File: config.mk
export PLATFORM = sky130hd
export DESIGN_NAME = lsu_ctrl
export DESIGN_NICKNAME = d
export VERILOG_FILES = /design/src/rtl/lsu_ctrl.sv
export SDC_FILE = /design/constraint.sdc
export NUM_CORES = 1
export LEC_CHECK = 0
export ABC_AREA = 0
export BUFFER_PORTS_ARGS = -buffer_cell sky130_fd_sc_hd__buf_2
export CORE_AREA = 3 3 160 162
export CTS_CLUSTER_SIZE = 20
export DETAILED_ROUTE_END_ITERATION = 12
export DIE_AREA = 0 0 163 165
export MAX_ROUTING_LAYER = met4
export SETUP_SLACK_MARGIN = 0.02
export SYNTH_ARGS = -nofsm -noshare
export SYNTH_HDL_FRONTEND = slang
export SYNTH_SLANG_ARGS = --single-unit
File: constraint.sdc
create_clock -name clk -period 4.7 [get_ports clk]
set_clock_uncertainty 0.2 [all_clocks]
set_input_delay 0.94 -clock clk [delete_from_list [all_inputs] [get_ports clk]]
set_output_delay 0.94 -clock clk [all_outputs]
set_load 0.005 [all_outputs]
File: src/rtl/lsu_ctrl.sv
// lsu_ctrl: load/store controller between the MEM pipeline stage and the
// data memory bus.
//
// An access is decoded when it is accepted from the pipeline. Addresses below
// ADDR_FLOOR are raised to it, and the alignment check is applied to the
// raised address. A legal access drives a valid/grant bus request with byte
// enables and lane-replicated store data. For a load, the controller then
// waits for mem_rvalid and returns the addressed bytes, sign- or
// zero-extended. Every accepted access ends in exactly one resp_valid pulse,
// unless reset aborts it.
//
// Parameters:
//   XLEN        data path width (32 or 64)
//   ADDR_FLOOR  lowest effective address
//   TIMEOUT     cycles allowed in REQ+WAIT before a timeout fault (0 = off)
//
// Ports:
//   clk, rst                  clock, asynchronous active-high reset
//   req_valid / req_ready     pipeline handshake (ready only in IDLE)
//   opcode_in, funct3_in      access decode (size in [1:0], unsigned in [2])
//   addr_in, wdata_in         byte address and rs2 store data
//   resp_valid, resp_data     completion pulse and extended load data
//   fault, fault_cause        00 none, 01 misaligned, 10 width, 11 timeout
//   busy                      pipeline stall while an access is in flight
//   mem_req/mem_gnt/mem_we    bus request, grant and write flag
//   mem_addr, mem_be          word-aligned address and byte enables
//   mem_wdata                 lane-replicated store data
//   mem_rvalid, mem_rdata     load data return

`ifndef OPC_LOAD
`define OPC_LOAD 7'b0000011
`endif
`ifndef OPC_STORE
`define OPC_STORE 7'b0100011
`endif

module lsu_ctrl #(
  parameter int XLEN = 32,
  parameter logic [XLEN-1:0] ADDR_FLOOR = XLEN'('h1000),
  parameter int TIMEOUT = 16
) (
  input  logic              clk,
  input  logic              rst,
  input  logic              req_valid,
  output logic              req_ready,
  input  logic [6:0]        opcode_in,
  input  logic [2:0]        funct3_in,
  input  logic [XLEN-1:0]   addr_in,
  input  logic [XLEN-1:0]   wdata_in,
  output logic              resp_valid,
  output logic [XLEN-1:0]   resp_data,
  output logic              fault,
  output logic [1:0]        fault_cause,
  output logic              busy,
  output logic              mem_req,
  input  logic              mem_gnt,
  output logic              mem_we,
  output logic [XLEN-1:0]   mem_addr,
  output logic [XLEN/8-1:0] mem_be,
  output logic [XLEN-1:0]   mem_wdata,
  input  logic              mem_rvalid,
  input  logic [XLEN-1:0]   mem_rdata
);

  localparam int NB = XLEN / 8;
  localparam int OW = $clog2(NB);
  localparam int CW = $clog2(TIMEOUT + 2) + 1;
  localparam logic [CW:0] TMO = (CW+1)'(TIMEOUT);

  typedef enum logic [1:0] {IDLE, REQ, WAIT, DONE} state_t;

  state_t            state, state_d, acc_state;
  logic              is_store_q, uns_q;
  logic [1:0]        size_q, cause_q, acc_cause;
  logic [XLEN-1:0]   ea_q, wdata_q, rdata_q;
  logic [NB-1:0]     be_q, be_d;
  logic [CW-1:0]     cnt_q;
  logic [CW:0]       elapsed;

  logic              accept, tmo_hit, tmo_fire, load_done;
  logic              is_load, is_store, misaligned, illegal_width;
  logic [XLEN-1:0]   ea, wdata_d, shifted, mask, load_ext;
  logic [OW-1:0]     off_in;
  logic              sbit;

  // Decode of the access currently offered by the pipeline. The address
  // clamp comes first, so alignment is judged on the address actually used.
  // The result picks the state to enter on acceptance. Non-memory opcodes
  // pass straight to DONE with no fault. Illegal widths and misaligned
  // accesses also go to DONE, but with their fault cause.
  always_comb begin
    ea            = (addr_in < ADDR_FLOOR) ? ADDR_FLOOR : addr_in;
    off_in        = ea[OW-1:0];
    is_load       = (opcode_in == `OPC_LOAD);
    is_store      = (opcode_in == `OPC_STORE);
    illegal_width = (funct3_in[1:0] == 2'b11) && (XLEN == 32);
    misaligned    = 1'b0;
    unique case (funct3_in[1:0])
      2'b01:   misaligned = ea[0];
      2'b10:   misaligned = |ea[1:0];
      2'b11:   misaligned = |ea[2:0];
      default: misaligned = 1'b0;
    endcase
    acc_cause = 2'b00;
    acc_state = REQ;
    if (!is_load && !is_store) begin
      acc_state = DONE;
    end else if (illegal_width) begin
      acc_state = DONE;
      acc_cause = 2'b10;
    end else if (misaligned) begin
      acc_state = DONE;
      acc_cause = 2'b01;
    end
  end

  // Byte enables and store data are worked out once, at acceptance. The
  // registered copies then stay stable for the whole bus request. Narrow
  // store data is copied to every lane, so the memory can pick the lane
  // selected by the byte enables.
  always_comb begin
    be_d    = '1;
    wdata_d = wdata_in;
    unique case (funct3_in[1:0])
      2'b00: begin
        be_d    = NB'(1) << off_in;
        wdata_d = {NB{wdata_in[7:0]}};
      end
      2'b01: begin
        be_d    = NB'(3) << off_in;
        wdata_d = {(NB/2){wdata_in[15:0]}};
      end
      2'b10: begin
        be_d    = NB'(15) << off_in;
        wdata_d = {(XLEN/32){wdata_in[31:0]}};
      end
      default: begin
        be_d    = '1;
        wdata_d = wdata_in;
      end
    endcase
  end

  // Load return path. The bus word is shifted down so the addressed byte
  // lands in lane 0, then truncated to the access size. Bits above the
  // access size are filled with the sign bit, or with zeros for the
  // unsigned variants.
  always_comb begin
    shifted = mem_rdata >> {ea_q[OW-1:0], 3'b000};
    mask    = '1;
    sbit    = shifted[XLEN-1];
    unique case (size_q)
      2'b00: begin
        mask = XLEN'(8'hFF);
        sbit = shifted[7];
      end
      2'b01: begin
        mask = XLEN'(16'hFFFF);
        sbit = shifted[15];
      end
      2'b10: begin
        mask = XLEN'(32'hFFFF_FFFF);
        sbit = shifted[31];
      end
      default: begin
        mask = '1;
        sbit = shifted[XLEN-1];
      end
    endcase
    load_ext = (shifted & mask) | ((!uns_q && sbit) ? ~mask : '0);
  end

  // elapsed counts the cycles spent in REQ+WAIT, including the current one.
  // The timeout fires on the cycle where this count reaches TIMEOUT, unless
  // that cycle also carries the grant or read data the access was waiting
  // for.
  assign elapsed = {1'b0, cnt_q} + (CW+1)'(1);
  assign tmo_hit = (TIMEOUT != 0) && (elapsed >= TMO);

  // Next-state logic. It also raises single-cycle flags that tell the
  // datapath register block when to accept an access, record a timeout, or
  // capture load data.
  always_comb begin
    state_d   = state;
    accept    = 1'b0;
    tmo_fire  = 1'b0;
    load_done = 1'b0;
    unique case (state)
      IDLE: begin
        if (req_valid) begin
          accept  = 1'b1;
          state_d = acc_state;
        end
      end
      REQ: begin
        if (mem_gnt) begin
          state_d = is_store_q ? DONE : WAIT;
        end else if (tmo_hit) begin
          state_d  = DONE;
          tmo_fire = 1'b1;
        end
      end
      WAIT: begin
        if (mem_rvalid) begin
          state_d   = DONE;
          load_done = 1'b1;
        end else if (tmo_hit) begin
          state_d  = DONE;
          tmo_fire = 1'b1;
        end
      end
      DONE: begin
        state_d = IDLE;
      end
      default: begin
        state_d = IDLE;
      end
    endcase
  end

  // State register. Reset returns to IDLE immediately. All outputs are
  // decoded from the state, so reset also drops an in-flight request and
  // cancels its response.
  always_ff @(posedge clk or posedge rst) begin
    if (rst) begin
      state <= IDLE;
    end else begin
      state <= state_d;
    end
  end

  // Access context registers. At acceptance they capture the decoded
  // access, the initial fault cause, and a cleared load-data register, so
  // stores and faults respond with zero data. After that, only the timeout
  // counter, a timeout cause, or returned load data update them.
  always_ff @(posedge clk or posedge rst) begin
    if (rst) begin
      is_store_q <= 1'b0;
      uns_q      <= 1'b0;
      size_q     <= 2'b00;
      ea_q       <= '0;
      be_q       <= '0;
      wdata_q    <= '0;
      cause_q    <= 2'b00;
      rdata_q    <= '0;
      cnt_q      <= '0;
    end else if (accept) begin
      is_store_q <= is_store;
      uns_q      <= funct3_in[2];
      size_q     <= funct3_in[1:0];
      ea_q       <= ea;
      be_q       <= be_d;
      wdata_q    <= wdata_d;
      cause_q    <= acc_cause;
      rdata_q    <= '0;
      cnt_q      <= '0;
    end else begin
      if (state == REQ || state == WAIT) begin
        cnt_q <= cnt_q + CW'(1);
      end
      if (tmo_fire) begin
        cause_q <= 2'b11;
      end
      if (load_done) begin
        rdata_q <= load_ext;
      end
    end
  end

  // Output decode. Bus fields are driven only while requesting, and
  // response fields only during the DONE pulse. At all other times they
  // read as zero.
  assign req_ready   = (state == IDLE);
  assign busy        = (state != IDLE);
  assign mem_req     = (state == REQ);
  assign mem_we      = mem_req && is_store_q;
  assign mem_addr    = mem_req ? {ea_q[XLEN-1:OW], {OW{1'b0}}} : '0;
  assign mem_be      = mem_req ? be_q : '0;
  assign mem_wdata   = mem_req ? wdata_q : '0;
  assign resp_valid  = (state == DONE);
  assign resp_data   = resp_valid ? rdata_q : '0;
  assign fault       = resp_valid && (cause_q != 2'b00);
  assign fault_cause = resp_valid ? cause_q : 2'b00;

endmodule

==> impl_metrics.tcl <==
set metrics [dict create \
    p_leak_uw 0.004093 \
    cp.arrival_ns 2.31 \
    syn_inst 670 \
    std_cell_rows 57 \
    io_buffer_count 216 \
    syn2layout_area_growth_pct 32.62 \
    reg2reg_from "ea_q[1]" \
    coreArea_sq_um 24250 \
    startpoint_type "register" \
    grt_setup_unrepaired "false" \
    clk_latency_ns 0.41 \
    grt_max_degree 79 \
    hold_class "reg2reg" \
    cp_top_family "adder cells" \
    status "finished, final reports clean" \
    critPathSlowestCell "ha_2" \
    synth_area_sq_um 6080 \
    drt-vias-per-instance 4.604 \
    dp_hpwl_mm 14.37 \
    slew_viol_final 0 \
    path_cells "inv_1, ha_2, buf_4, and2_1, buf_2" \
    critPathBufInv 3 \
    yosys.cell_types.count 50 \
    setup_viol 0 \
    numClockSinks 114 \
    min_from "ea_q[16]" \
    cts_resized 0 \
    syn_avg_cell_area_sq_um 9.074 \
    cp-startpoint "state[1]" \
    most-common-layout-cells "buf_2, nand2_1, dfrtp_1" \
    cts_max_path_buffers 2 \
    nets 985 \
    nFillCells 2539 \
    cts_buffers 17 \
    place_area_sq_um 7452 \
    peakVddDrop_v 0.0002233 \
    synth_seq_area_share_pct 46.92 \
    wl_mm 19.93 \
    antenna_found_initial 2 \
    antenna_left 0 \
    die_area_sq_um 26900 \
    max_clock_freq_mhz 290.0 \
    cpPeakStageDelay_ns 0.63 \
    finalSetupTns_ns 0 \
    synthFlopType "dfrtp_1" \
    postCtsSetupBuffers 0 \
    finalCritPeriodShare_pct 73.37 \
    worst_pin_slew_ns 1.150 \
    gp_congestion 0.8766 \
    drv_cap 0 \
    ios 219 \
    async_reset_ff_share_pct 100.0 \
    start_util_pct 25.07 \
    wl_per_cell_um 16.56 \
    cp-end-kind "primary output" \
    grt.overflow.total 0 \
    vias 5543 \
    drt_iter0_drc 323 \
    ys_seq_elements 114 \
    layout_commonest_cell "buf_2" \
    slew_headroom_pct 23.34 \
    synth-edff-count 0 \
    critPathMaxFanout 40 \
    cts_tree "done" \
    die_width_um 163 \
    hold_violations 0 \
    worstPathRequired_ns 3.56 \
    die_y_um 165 \
    grt_use_total_pct 15.18 \
    cts-root-buf "clkbuf_16" \
    cts_hold_buf 0 \
    path_class "reg2out" \
    drive_gt1_share_pct 32.57 \
    power_density_nw_per_um2 593.9 \
    period_minus_slack_ns 3.448 \
    yosysWarnings 0 \
    drc 0 \
    stdcell_area_sq_um 8063 \
    path_clk_slew_ns 0.06 \
    htreeDepth 4 \
    grt_pass1_wl_mm 31.04 \
    drt_first_pass_iters 4 \
    first_global_vias 5542 \
]
==> flip-flops by register name, indices dropped and copies added (netlist names) <==
register    count
cnt_q           6
wdata_q        32
is_store_q      1
rdata_q        32
be_q            4
ea_q           32
uns_q           1
state           2
cause_q         2
size_q          2
==> cell usage after synthesis (9+ instances only) <==
library cell / count / area (sq um)
a22o_1: 9 / 78.83
a31oi_1: 11 / 68.82
inv_1: 11 / 41.29
clkbuf_1: 37 / 138.9
a21oi_1: 14 / 70.07
nand2_1: 145 / 544.3
dfrtp_1: 114 / 2853
and2_1: 101 / 631.9
nor2_1: 40 / 150.1
a221o_2: 10 / 112.6
o21ai_0: 45 / 225.2
mux2i_1: 26 / 260.3
ha_1: 9 / 112.6
==> layer usage <==
layer | global-route usage (%) | wire length, um | up-vias
met4 | 4.844 | 422 | 0
met1 | 19.47 | 9039 | 2639
met2 | 23.70 | 9171 | 191
met3 | 3.737 | 1299 | 25
li1 | - | - | 2688
met5 | - | 0 | -
==> path summary, 6_finish.rpt <==
kind	depth (start not counted)	slack [ns]	end
max	5	1.25	mem_wdata[25]
min	2	0.27	ea_q[16]
max reg2reg	5	1.57	rdata_q[24]
min reg2reg	2	0.27	ea_q[16]
max in group asynchronous	3	3.05	ea_q[30]
min in group asynchronous	2	0.44	ea_q[6]
==> per-stage QoR <==
stage	hold WS [ns]	utilization (%)	total power, uW	cells	setup slack, ns
after CTS	0.2741	33.23	4851	1202	1.198
after floorplan	0.2311	-	2847	671	0.5443
after global placement	0.2486	30.73	3436	1170	1.649
after global routing	0.2924	33.25	5165	1204	1.046
final	0.2706	33.25	4788	1204	1.252
after detailed placement	0.2543	30.73	3479	1170	1.565
==> power by group <==
group	internal [uW]	switching (uW)	total, uW
clock	838	511	1350
sequential	1430	297	1730
combinational	768	946	1710
total	3030	1750	4790
==> final cells by class <==
type	instances	area, sq um	area share, %
Multi-Input combinational cell	497	2997	37.17
Sequential cell	114	2853	35.38
Timing Repair Buffer	224	1154	14.31
Clock buffer	17	425.4	5.276
Tap cell	324	405.4	5.028
Clock inverter	15	180.2	2.235
Inverter	11	43.79	0.5431
Antenna cell	2	5.005	0.06207
==> worst register-to-register path, cell delays in order (launching register included) <==
cell,delay [ns]
dfrtp_1,0.97
mux2i_1,0.23
mux2_4,0.32
or2_4,0.24
a2111oi_4,0.88
a221o_2,0.23
==> logic make-up (layout without fill, tap and decap cells) <==
group                    Yosys count  after routing  share of synthesized area [%]
multiplexers                      35             35                          6.009
AO/OA/AOI/OAI                    135            135                          15.93
adder cells (fa/ha/maj)            9              9                          1.852
other                              1              4                        0.06168
XOR/XNOR                           4              4                         0.5764
AND/OR/NAND/NOR                  312            312                          24.53
buffers and inverters             60            267                          4.116
flip-flops                       114            114                          46.92
Note: power is estimated with default switching activity, not from simulation.
